$ cat src/rtl/divider.sv
// rtl/divider.sv - 32-bit signed/unsigned restoring divider, one quotient bit per clock
// Result packs {remainder, quotient}; ready_o pulses for one cycle per completed divide.

module divider (
  input  logic        clk,
  input  logic        rst,
  input  logic        signed_div_i,
  input  logic [31:0] opdata1_i,
  input  logic [31:0] opdata2_i,
  input  logic        start_i,
  input  logic        annul_i,
  output logic [63:0] result_o,
  output logic        ready_o
);

  typedef enum logic [1:0] {
    FREE   = 2'd0,
    BYZERO = 2'd1,
    ON     = 2'd2,
    END    = 2'd3
  } stateT;

  stateT       state;
  stateT       nextState;

  logic [5:0]  iterCnt;
  logic [31:0] dividend;   // shifts left each step; quotient bits fill in from the LSB
  logic [31:0] divisor;
  logic [31:0] partRem;
  logic        negQuot;
  logic        negRem;

  logic        startReq;
  logic        divByZero;
  logic [31:0] absDividend;
  logic [31:0] absDivisor;
  logic [32:0] trial;
  logic        fits;
  logic [31:0] quotFinal;
  logic [31:0] remFinal;

  logic        loadOps;
  logic        doStep;
  logic        doFinish;
  logic        doZero;
  logic        readyNext;

  assign startReq    = start_i && !annul_i;
  assign divByZero   = (opdata2_i == 32'd0);
  assign absDividend = (signed_div_i && opdata1_i[31]) ? -opdata1_i : opdata1_i;
  assign absDivisor  = (signed_div_i && opdata2_i[31]) ? -opdata2_i : opdata2_i;

  assign trial     = {partRem, dividend[31]};
  assign fits      = (trial >= {1'b0, divisor});
  // Magnitude 0x8000_0000 negates to itself, which gives the required wrap for MIN / -1.
  assign quotFinal = negQuot ? -dividend : dividend;
  assign remFinal  = negRem ? -partRem : partRem;

  always_ff @(posedge clk or negedge rst) begin
    if (!rst) begin
      state <= FREE;
    end else begin
      state <= nextState;
    end
  end

  always_comb begin
    nextState = state;
    case (state)
      FREE: begin
        if (startReq) begin
          nextState = divByZero ? BYZERO : ON;
        end
      end
      BYZERO: begin
        nextState = annul_i ? FREE : END;
      end
      ON: begin
        if (annul_i) begin
          nextState = FREE;
        end else if (iterCnt == 6'd32) begin
          nextState = END;
        end
      end
      END: begin
        nextState = FREE;
      end
      default: begin
        nextState = FREE;
      end
    endcase
  end

  always_comb begin
    loadOps   = 1'b0;
    doStep    = 1'b0;
    doFinish  = 1'b0;
    doZero    = 1'b0;
    readyNext = 1'b0;
    case (state)
      FREE: begin
        loadOps = startReq;
      end
      BYZERO: begin
        doZero    = !annul_i;
        readyNext = !annul_i;
      end
      ON: begin
        if (!annul_i) begin
          if (iterCnt == 6'd32) begin
            doFinish  = 1'b1;
            readyNext = 1'b1;
          end else begin
            doStep = 1'b1;
          end
        end
      end
      default: begin
        readyNext = 1'b0;
      end
    endcase
  end

  always_ff @(posedge clk or negedge rst) begin
    if (!rst) begin
      iterCnt  <= 6'd0;
      dividend <= 32'd0;
      divisor  <= 32'd0;
      partRem  <= 32'd0;
      negQuot  <= 1'b0;
      negRem   <= 1'b0;
      result_o <= 64'd0;
      ready_o  <= 1'b0;
    end else begin
      ready_o <= readyNext;
      if (loadOps) begin
        iterCnt  <= 6'd0;
        partRem  <= 32'd0;
        // A zero divisor reports the raw dividend, so skip the magnitude there.
        dividend <= divByZero ? opdata1_i : absDividend;
        divisor  <= absDivisor;
        negQuot  <= signed_div_i && (opdata1_i[31] ^ opdata2_i[31]);
        negRem   <= signed_div_i && opdata1_i[31];
      end
      if (doStep) begin
        iterCnt  <= iterCnt + 6'd1;
        dividend <= {dividend[30:0], fits};
        partRem  <= fits ? (trial[31:0] - divisor) : trial[31:0];
      end
      if (doFinish) begin
        result_o <= {remFinal, quotFinal};
      end
      if (doZero) begin
        result_o <= {dividend, 32'hFFFF_FFFF};
      end
    end
  end

endmodule
$ cat config.mk
export PLATFORM = sky130hd
export DESIGN_NAME = divider
export DESIGN_NICKNAME = d
export VERILOG_FILES = /design/src/rtl/divider.sv
export SDC_FILE = /design/constraint.sdc
export NUM_CORES = 1
export LEC_CHECK = 0
export CAP_MARGIN = 40
export CORE_MARGIN = 2
export CORE_UTILIZATION = 60
export DETAILED_ROUTE_END_ITERATION = 8
export PLACE_DENSITY = 0.86
export SETUP_SLACK_MARGIN = 0.15
export SLEW_MARGIN = 20
export SYNTH_ARGS = -nofsm -noshare
export SYNTH_HDL_FRONTEND = slang
export SYNTH_SLANG_ARGS = --single-unit
export TNS_END_PERCENT = 10
$ cat constraint.sdc
create_clock -name clk -period 4.6 [get_ports clk]
set_input_delay 0.46 -clock clk [delete_from_list [all_inputs] [get_ports clk]]
set_output_delay 0.46 -clock clk [all_outputs]
set_load 0.01 [all_outputs]
# Yosys cells after proc, flatten, opt, wreduce, memory -nomap -nowiden
# Cells that the tools add are included.
# word_totals
output_inout_bits,65
reg_bits,171
in_bits,69
# classes
bitwise_logic,1
reduce_logical,10
order_cmp,1
n_addsub,6
eq_ne,6
mux,29
# ops
op,count
2-to-1 mux 32 bit,10
2-to-1 mux 64 bit,2
negation 32 bit,4
>= comparator 33 x 32 -> 1 bit,1
logical NOT 32 bit,1
subtractor 32 bit,1
2-to-1 mux 6 bit,2
2-to-1 mux 2 bit,5
2-to-1 mux 1 bit,8
case mux 2 bit (4 select lines),1
adder 6 x 1 -> 6 bit (second input constant),1
equality test 6 bit (second input constant),1
equality test 2 bit (second input constant),2
logical AND 1 bit,4
nonzero test 2 bit,2
!= test 3 bit (second input constant),1
equality test 2 x 1 -> 1 bit (second input constant),1
logical NOT 2 bit,1
!= test 2 bit (second input constant),1
case mux 1 bit (2 select lines),1
AND reduction 2 bit,1
logical NOT 1 bit,1
XOR 1 bit,1

# Longest topological paths before layout
# Gate-level depths: netlist (run 1).
# depth
ltp_word,6
mapped_depth,14
mapped_depth_nobuf,13

# Worst setup path before layout (run 1)
# OpenSTA, ideal clock, no wires.
# synth_timing
path_type,register to register
from,register partRem[25]
to,register partRem[20]
period_less_slack_ns,2.926
path_stages_with_launch,13
setup_ns,0.134
arrival_time_ns,2.792
slack_ns,1.674
t_required_ns,4.466
cell_sequence,dfrtp_1 -> ha_1 -> a21oi_1 -> o21ai_0 -> a211oi_1 -> nor3b_1 -> a2111oi_0 -> and2_1 -> clkbuf_1 -> clkbuf_1 -> nor2_1 -> a21oi_1 -> o21ai_0
# synth_via
elab_chain_cells,3
# synth_rtl
element,line_no,text
from (decl),29,logic [31:0] partRem;
from (signal assigned),148,partRem <= fits ? (trial[31:0] - divisor) : trial[31:0];
>= comparator 33 x 32 -> 1 bit,54,"assign fits = (trial >= {1'b0, divisor});"
2-to-1 mux 32 bit,148,
2-to-1 mux 32 bit,145,if (doStep) begin
# Every way passes these cells.
# A chain may end at the register's enable or synchronous reset.

# Worst setup path after layout (run 1)
# layout_timing
from,register partRem[27]
to,register partRem[31]
# layout_via
elab_chain_cells,3
word_cells_on_any_way,4
classes_between,1 x add/sub; 1 x order compare; 2 x mux
# layout_rtl
element,line_no
subtractor 32 bit or >= comparator 33 x 32 -> 1 bit (tied branches),"148, 54"
2-to-1 mux 32 bit *,148
2-to-1 mux 32 bit *,145
# Mark *: on every way between the ends. The rest lies on a longest branch, timed or not.

==> flow_summary.json, run 1 <==
{
  "outcome": "finished clean",
  "place.gp.congestion": 0.939,
  "tritoncts": "built",
  "worstHoldPathType": "reg -> reg",
  "wl_per_cell_um": 18.6,
  "cp-start-kind": "flop",
  "cts_sinks": 171,
  "slew_headroom_pct": 43.8,
  "hpwl_mm": 25.6,
  "antenna_cells": 0,
  "finalSetupViolCount": 0,
  "tightestPinTransition_ns": 0.835,
  "async_reset_ff_share_pct": 100,
  "final_common_cell": "nand2_1",
  "final-hold-violation-count": 0,
  "port_buffers": 133,
  "fillers": 1500,
  "synth.avg_cell_area_um2": 7.97,
  "synthesis.nets": 1602,
  "nNetsFinal": 1683,
  "drive_above_1_share_pct": 4.79,
  "grt_pass1_wl_mm": 54.7,
  "synth_top_area_share_pct": 36.0,
  "setup_tns_ns": 0,
  "root_buffer": "clkbuf_16",
  "rows": 51,
  "worst-path-max-fanout": 16,
  "cts.clk_slew.worst_paths_ns": 0.07,
  "min_from": "divisor[4]$_DFFE_PN0P_",
  "fp.dieH_um": 145,
  "grt_overflow": 0,
  "leakagePower_uw": 0.00590,
  "syn-instance-count": 1491,
  "ys_seq_area_share_pct": 36.0,
  "yosys_register_bits": 171,
  "rsz0062_at_grt": "false",
  "routed-via-count": 11491,
  "die-area_um2": 20900,
  "finClkSkew_ns": 0.00954,
  "power.density_nw_per_um2": 738,
  "period_needed_ns": 3.54,
  "yosysWarningCount": 0,
  "grt_pass1_vias": 10491,
  "synthTopCellsByArea": "dfrtp_1, o21ai_0, nand2_1",
  "cts_buffer_depth": 2,
  "synth_cell_types": 62,
  "htreeDepth": 4,
  "viasPerCell": 6.21,
  "drtIter0Drc": 1161,
  "r2r_start": "partRem[27]$_DFFE_PN0P_",
  "grt_max_degree": 72,
  "clk_latency_ns": 0.44,
  "syn_area_um2": 11900,
  "antenna_left": 0,
  "layout_common_cells": "nand2_1, o21ai_0, dfrtp_1",
  "antenna_found_initial": 0,
  "arrival_ns": 3.86,
  "synthFlopType": "dfrtp_1",
  "synth_compound_area_share_pct": 23.0,
  "core_area_um2": 19500,
  "initial_core_util_pct": 61.0,
  "max-vdd-ir-drop_mv": 0.400,
  "drcViolationCount": 0,
  "crit_path_top_delay_cell": "and2_1",
  "synthAdderAreaFrac_pct": 4.49,
  "drt-total-wl_mm": 34.3,
  "synthMuxAreaShare_pct": 1.53,
  "cts_resized": 0,
  "synth_xor_area_share_pct": 10.5,
  "crit_chain": "ha_1 > a21oi_1 > o21ai_0 > a211oi_1 > nor3b_1 > a2111oi_0 > and2_1 > or3_1 > mux2i_1 > a311o_1",
  "utilization_pct": 72.1,
  "first_pass_iters": 5,
  "synth_area_leader_cell": "dfrtp_1",
  "max_freq_mhz": 282,
  "syn2layout_area_growth_pct": 18.1,
  "maxCapViolCount": 0,
  "fp.dieW_um": 145,
  "final_max_slew_viol_count": 0,
  "critPathRequiredTime_ns": 4.92,
  "cp_slowest_stage_delay_ns": 0.66,
  "synth_edf_count": 0,
  "synth_top_family_by_area": "compound AO/OA/AOI/OAI gates",
  "synth_simple_gate_area_share_pct": 19.6,
  "min_period_over_period_pct": 77.0,
  "grt_use_total_pct": 33.5,
  "io_pins": 134,
  "cts_buffers": 17,
  "critPathLaunch": "partRem[27]$_DFFE_PN0P_",
  "critical_path_class": "reg -> reg",
  "worstSetupEndpointType": "flop"
}
power breakdown:
group | leakage (µW) | total, µW | internal (µW) | switching (µW)
combinational | 0.00357 | 5830 | 2530 | 3310
clock | 0.000292 | 1490 | 830 | 664
sequential | 0.00203 | 3030 | 2150 | 879
total | 0.00590 | 10400 | 5510 | 4850
sequential cells by signal (all words and copies together), names as in the netlist:
signal,cells
ready_o,1
negQuot,1
state,2
result_o,64
divisor,32
dividend,32
partRem,32
iterCnt,6
negRem,1
worst paths after layout:
| path | cells after the start | slack [ns] | end |
|---|---|---|---|
| max | 10 | 1.06 | partRem[31]$_DFFE_PN0P_ |
| min | 2 | 0.48 | divisor[4]$_DFFE_PN0P_ |
| max reg2reg | 10 | 1.06 | partRem[31]$_DFFE_PN0P_ |
| min reg2reg | 2 | 0.48 | divisor[4]$_DFFE_PN0P_ |
| max in group asynchronous | 3 | 3.22 | dividend[21]$_DFFE_PN0P_ |
| min in group asynchronous | 2 | 0.54 | result_o[36]$_DFFE_PN0N_ |
worst max-delay path: cells and delay by family (launching register included):
kind | cells | cell delay (ns)
fa+ha+maj | 1 | 0.42
flops | 1 | 0.48
simple gates | 3 | 0.94
mux | 1 | 0.06
compound gates | 5 | 1.53
kinds of logic after synthesis:
| family | after synthesis |
|---|---|
| XOR/XNOR | 143 |
| adder cells (fa/ha/maj) | 42 |
| flip-flops | 171 |
| AO/OA/AOI/OAI | 460 |
| multiplexers | 18 |
| buffers and inverters | 151 |
| AND/OR/NAND/NOR | 506 |
cell type report:
type / instances / area, µm² / area share, %
flip-flops and latches: 171 / 4280 / 30.5
well taps: 265 / 332 / 2.36
clock inverters: 14 / 160 / 1.14
repair buffers: 154 / 1540 / 11.0
inverters: 59 / 221 / 1.58
multi-input cells: 1169 / 7060 / 50.3
clock buffers: 18 / 439 / 3.13
metal layers:
| layer | share of wire (%) | GRT usage (%) | wire (µm) |
|---|---|---|---|
| met5 | 0 | 0 | 0 |
| met4 | 4.3 | 14.0 | 1470 |
| met3 | 9.4 | 6.19 | 3230 |
| met2 | 45 | 52.1 | 15400 |
| met1 | 41 | 46.2 | 14200 |
cell usage after synthesis (12+ instances only):
cell,instances
nor3_1,21
and3_1,17
clkbuf_1,81
or3_1,15
o21ai_0,175
ha_1,41
a31oi_1,17
nand2_1,228
o41ai_1,16
o211ai_1,42
nand2b_1,12
o31ai_1,24
xnor2_1,54
dfrtp_1,171
a21oi_1,133
inv_1,59
mux2i_1,17
nor2_1,99
xor2_1,89
nor4_1,12
nand3_1,49
stage by stage:
stage	hold WS, ns	setup slack, ns	total power (µW)	std cells	instance area [µm²]
floorplan	0.164	1.67	6870	1491	11900
global placement	0.462	0.820	8520	1814	13300
detailed placement	0.436	0.910	8700	1816	13400
CTS	0.486	1.13	10200	1849	14000
global route	0.510	0.813	11200	1850	14000
finish	0.482	1.06	10400	1850	14000
timing repair:
item / in CTS / in global routing
hold endpoints to repair: 18 / 0
hold buffers: 1 / 0
setup buffers: 0 / 0
No activity file was read; power rests on OpenSTA's default activity.
==> inputs of run 2 (changes only) <==
Settings changed: CORE_UTILIZATION 60 to 52, PLACE_DENSITY 0.86 to 0.8.
Clock period 4.6 ns to 3.2 ns, I/O delays scaled along.
==> run 2 against run 1 <==
Against the previous run:
- first-iteration DRC count shrank 4.7%
- power grew 57%
- fmax grew 18%
- die area grew 15%
- via count grew 2.0%
- sequential cell count is the same
- non-clock buffer count grew 91
- design area grew 6.2%
- clock power grew 50%
- sequential power grew 33%
- sequential share of layout area shrank 1.8 points
==> flow_summary.json, run 2 (synthesis gave the netlist of run 1 again) <==
{
  "swShare_pct": 46.1,
  "routed-via-count": 11720,
  "rows": 55,
  "viasPerCell": 5.98,
  "io_pins": 134,
  "clkPwrFrac_pct": 13.8,
  "combPwrFrac_pct": 61.4,
  "cts_buffers": 17,
  "top_register": "result_o",
  "antenna_cells": 0,
  "drtIter0Drc": 1106,
  "nNetsFinal": 1774,
  "arrival_ns": 3.28,
  "p_seq_share_pct": 24.9,
  "grt_use_total_pct": 29.7,
  "critPathRequiredTime_ns": 3.48,
  "fp.dieH_um": 155,
  "core_area_um2": 22500,
  "fp.dieW_um": 155,
  "htreeDepth": 4,
  "multiInputGateArea_um2": 7150,
  "largest_reg_flops": 64,
  "worst-path-max-fanout": 3,
  "regArea_um2": 4280,
  "layout_common_cells": "nand2_1, dfrtp_1, o21ai_0",
  "leakagePower_uw": 0.00638,
  "drcViolationCount": 0,
  "final_common_cell": "nand2_1",
  "fillers": 1818,
  "die-area_um2": 24100,
  "max_freq_mhz": 334,
  "grt_pass1_vias": 10906,
  "hpwl_mm": 27.4,
  "final-hold-violation-count": 0,
  "finalSetupViolCount": 0,
  "p_switching_uw": 7490,
  "critical_path_class": "reg -> reg",
  "initial_core_util_pct": 52.8,
  "clk_latency_ns": 0.44,
  "cp-start-kind": "flop",
  "cts_buffer_depth": 2,
  "grt_overflow": 0,
  "grt_max_degree": 73,
  "final_max_slew_viol_count": 0,
  "grt_pass1_wl_mm": 57.0,
  "slew_headroom_pct": 51.5,
  "first_pass_iters": 5,
  "worstHoldPathType": "in -> async",
  "root_buffer": "clkbuf_16",
  "worstSetupEndpointType": "flop",
  "wl_per_cell_um": 18.1,
  "max-vdd-ir-drop_mv": 0.479,
  "outcome": "finished clean",
  "timing.hold.ws_ns": 0.448,
  "cts.clk_slew.worst_paths_ns": 0.07,
  "finClkSkew_ns": 0.0116,
  "drt-total-wl_mm": 35.6,
  "drive_above_1_share_pct": 11.2,
  "cellInternalPower_uw": 8740,
  "min_period_over_period_pct": 93.7,
  "port_buffers": 133,
  "antenna_left": 0,
  "power.density_nw_per_um2": 1090,
  "antenna_found_initial": 1,
  "tritoncts": "built",
  "rsz0062_at_grt": "true",
  "tightestPinTransition_ns": 0.727,
  "place_ws_ns": -0.0714,
  "syn2layout_area_growth_pct": 25.4,
  "place.gp.congestion": 0.959,
  "period_needed_ns": 3.00,
  "cts_sinks": 171,
  "setup_ws_ns": 0.202,
  "maxCapViolCount": 0
}
run 2: cell types whose count changed in the layout (fill, tap and decap cells not counted), moves of 3 or more:
cell,change
ha_2,+3
o21ai_1,+4
clkinv_8,+4
nand2_2,+3
buf_4,+87
inv_8,+3
buf_12,+5
nand2_1,-3
o21ai_0,-5
ha_1,-4
run 2: worst max-delay path, cell delays in order, from the launching register on:
cell	delay [ns]
dfrtp_1	0.39
inv_1	0.08
ha_1	0.18
inv_1	0.06
fa_1	0.43
a21oi_2	0.17
buf_4	0.13
o21ai_0	0.07
a21o_1	0.23
nand3_1	0.10
nand2_1	0.09
a21o_1	0.20
a21oi_1	0.18
xor2_1	0.36
o221ai_2	0.19
run 2: cell type report:
type                    instances  share of cell area, %
well taps                     285                   2.39
repair buffers                245                   15.1
flip-flops and latches        171                   28.7
clock buffers                  17                   2.86
clock inverters                15                   1.44
inverters                      59                   1.49
multi-input cells            1169                   48.0
run 2: repair_timing:
| action | in CTS | in global routing |
|---|---|---|
| resized for setup | 3 | 27 |
| setup endpoints to repair | 11 | 42 |
| setup buffers | 0 | 1 |
| cloned | 0 | 0 |
| pin swaps | 0 | 6 |
| hold buffers | 1 | 0 |
| endpoints found under the hold margin | 70 | 0 |
run 2: power groups by stage:
stage / Clock [µW] / Combinational (µW) / Sequential [µW]
2_1_floorplan: 0 / 5910 / 3960
3_3_place_gp: 0 / 9250 / 4040
3_5_place_dp: 0 / 9460 / 4080
4_1_cts: 2250 / 9540 / 4040
5_1_grt: 2360 / 11000 / 4140
6_report: 2240 / 9960 / 4040
run 2: final timing paths:
| kind | startpoint | to | slack [ns] | depth (start not counted) |
|---|---|---|---|---|
| worst max register to register | dividend[31]$_DFFE_PN0P_ | partRem[10]$_DFFE_PN0P_ | 0.20 | 14 |
| max in group asynchronous | rst | result_o[30]$_DFFE_PN0N_ | 1.87 | 3 |
| worst max-delay path | dividend[31]$_DFFE_PN0P_ | partRem[10]$_DFFE_PN0P_ | 0.20 | 14 |
| worst min register to register | divisor[17]$_DFFE_PN0P_ | divisor[17]$_DFFE_PN0P_ | 0.48 | 2 |
| worst min-delay path | rst | result_o[39]$_DFFE_PN0N_ | 0.45 | 2 |
| min in group clk | divisor[17]$_DFFE_PN0P_ | divisor[17]$_DFFE_PN0P_ | 0.48 | 2 |
run 2: stage by stage:
step / cell area [µm²] / util, % / TNS, ns / instances / total power [µW]
finish: 14900 / 66.2 / 0 / 1961 / 16200
detailed placement: 14100 / 62.8 / -0.309 / 1926 / 13500
CTS: 14800 / 65.7 / 0 / 1959 / 15800
floorplan: 11900 / - / 0 / 1491 / 9870
global route: 14900 / 66.2 / 0 / 1961 / 17500
global placement: 14100 / 62.8 / -0.0577 / 1926 / 13300
run 2: per-layer routing:
metal | routed length (µm) | part of all wire (%) | track usage (%) | vias to the layer above
li1 | - | - | - | 5593
met1 | 15500 | 44 | 42.1 | 5544
met2 | 16000 | 45 | 46.4 | 515
met3 | 2930 | 8.2 | 4.26 | 68
met4 | 1100 | 3.1 | 11.5 | 0
met5 | 0 | 0 | 0 | -
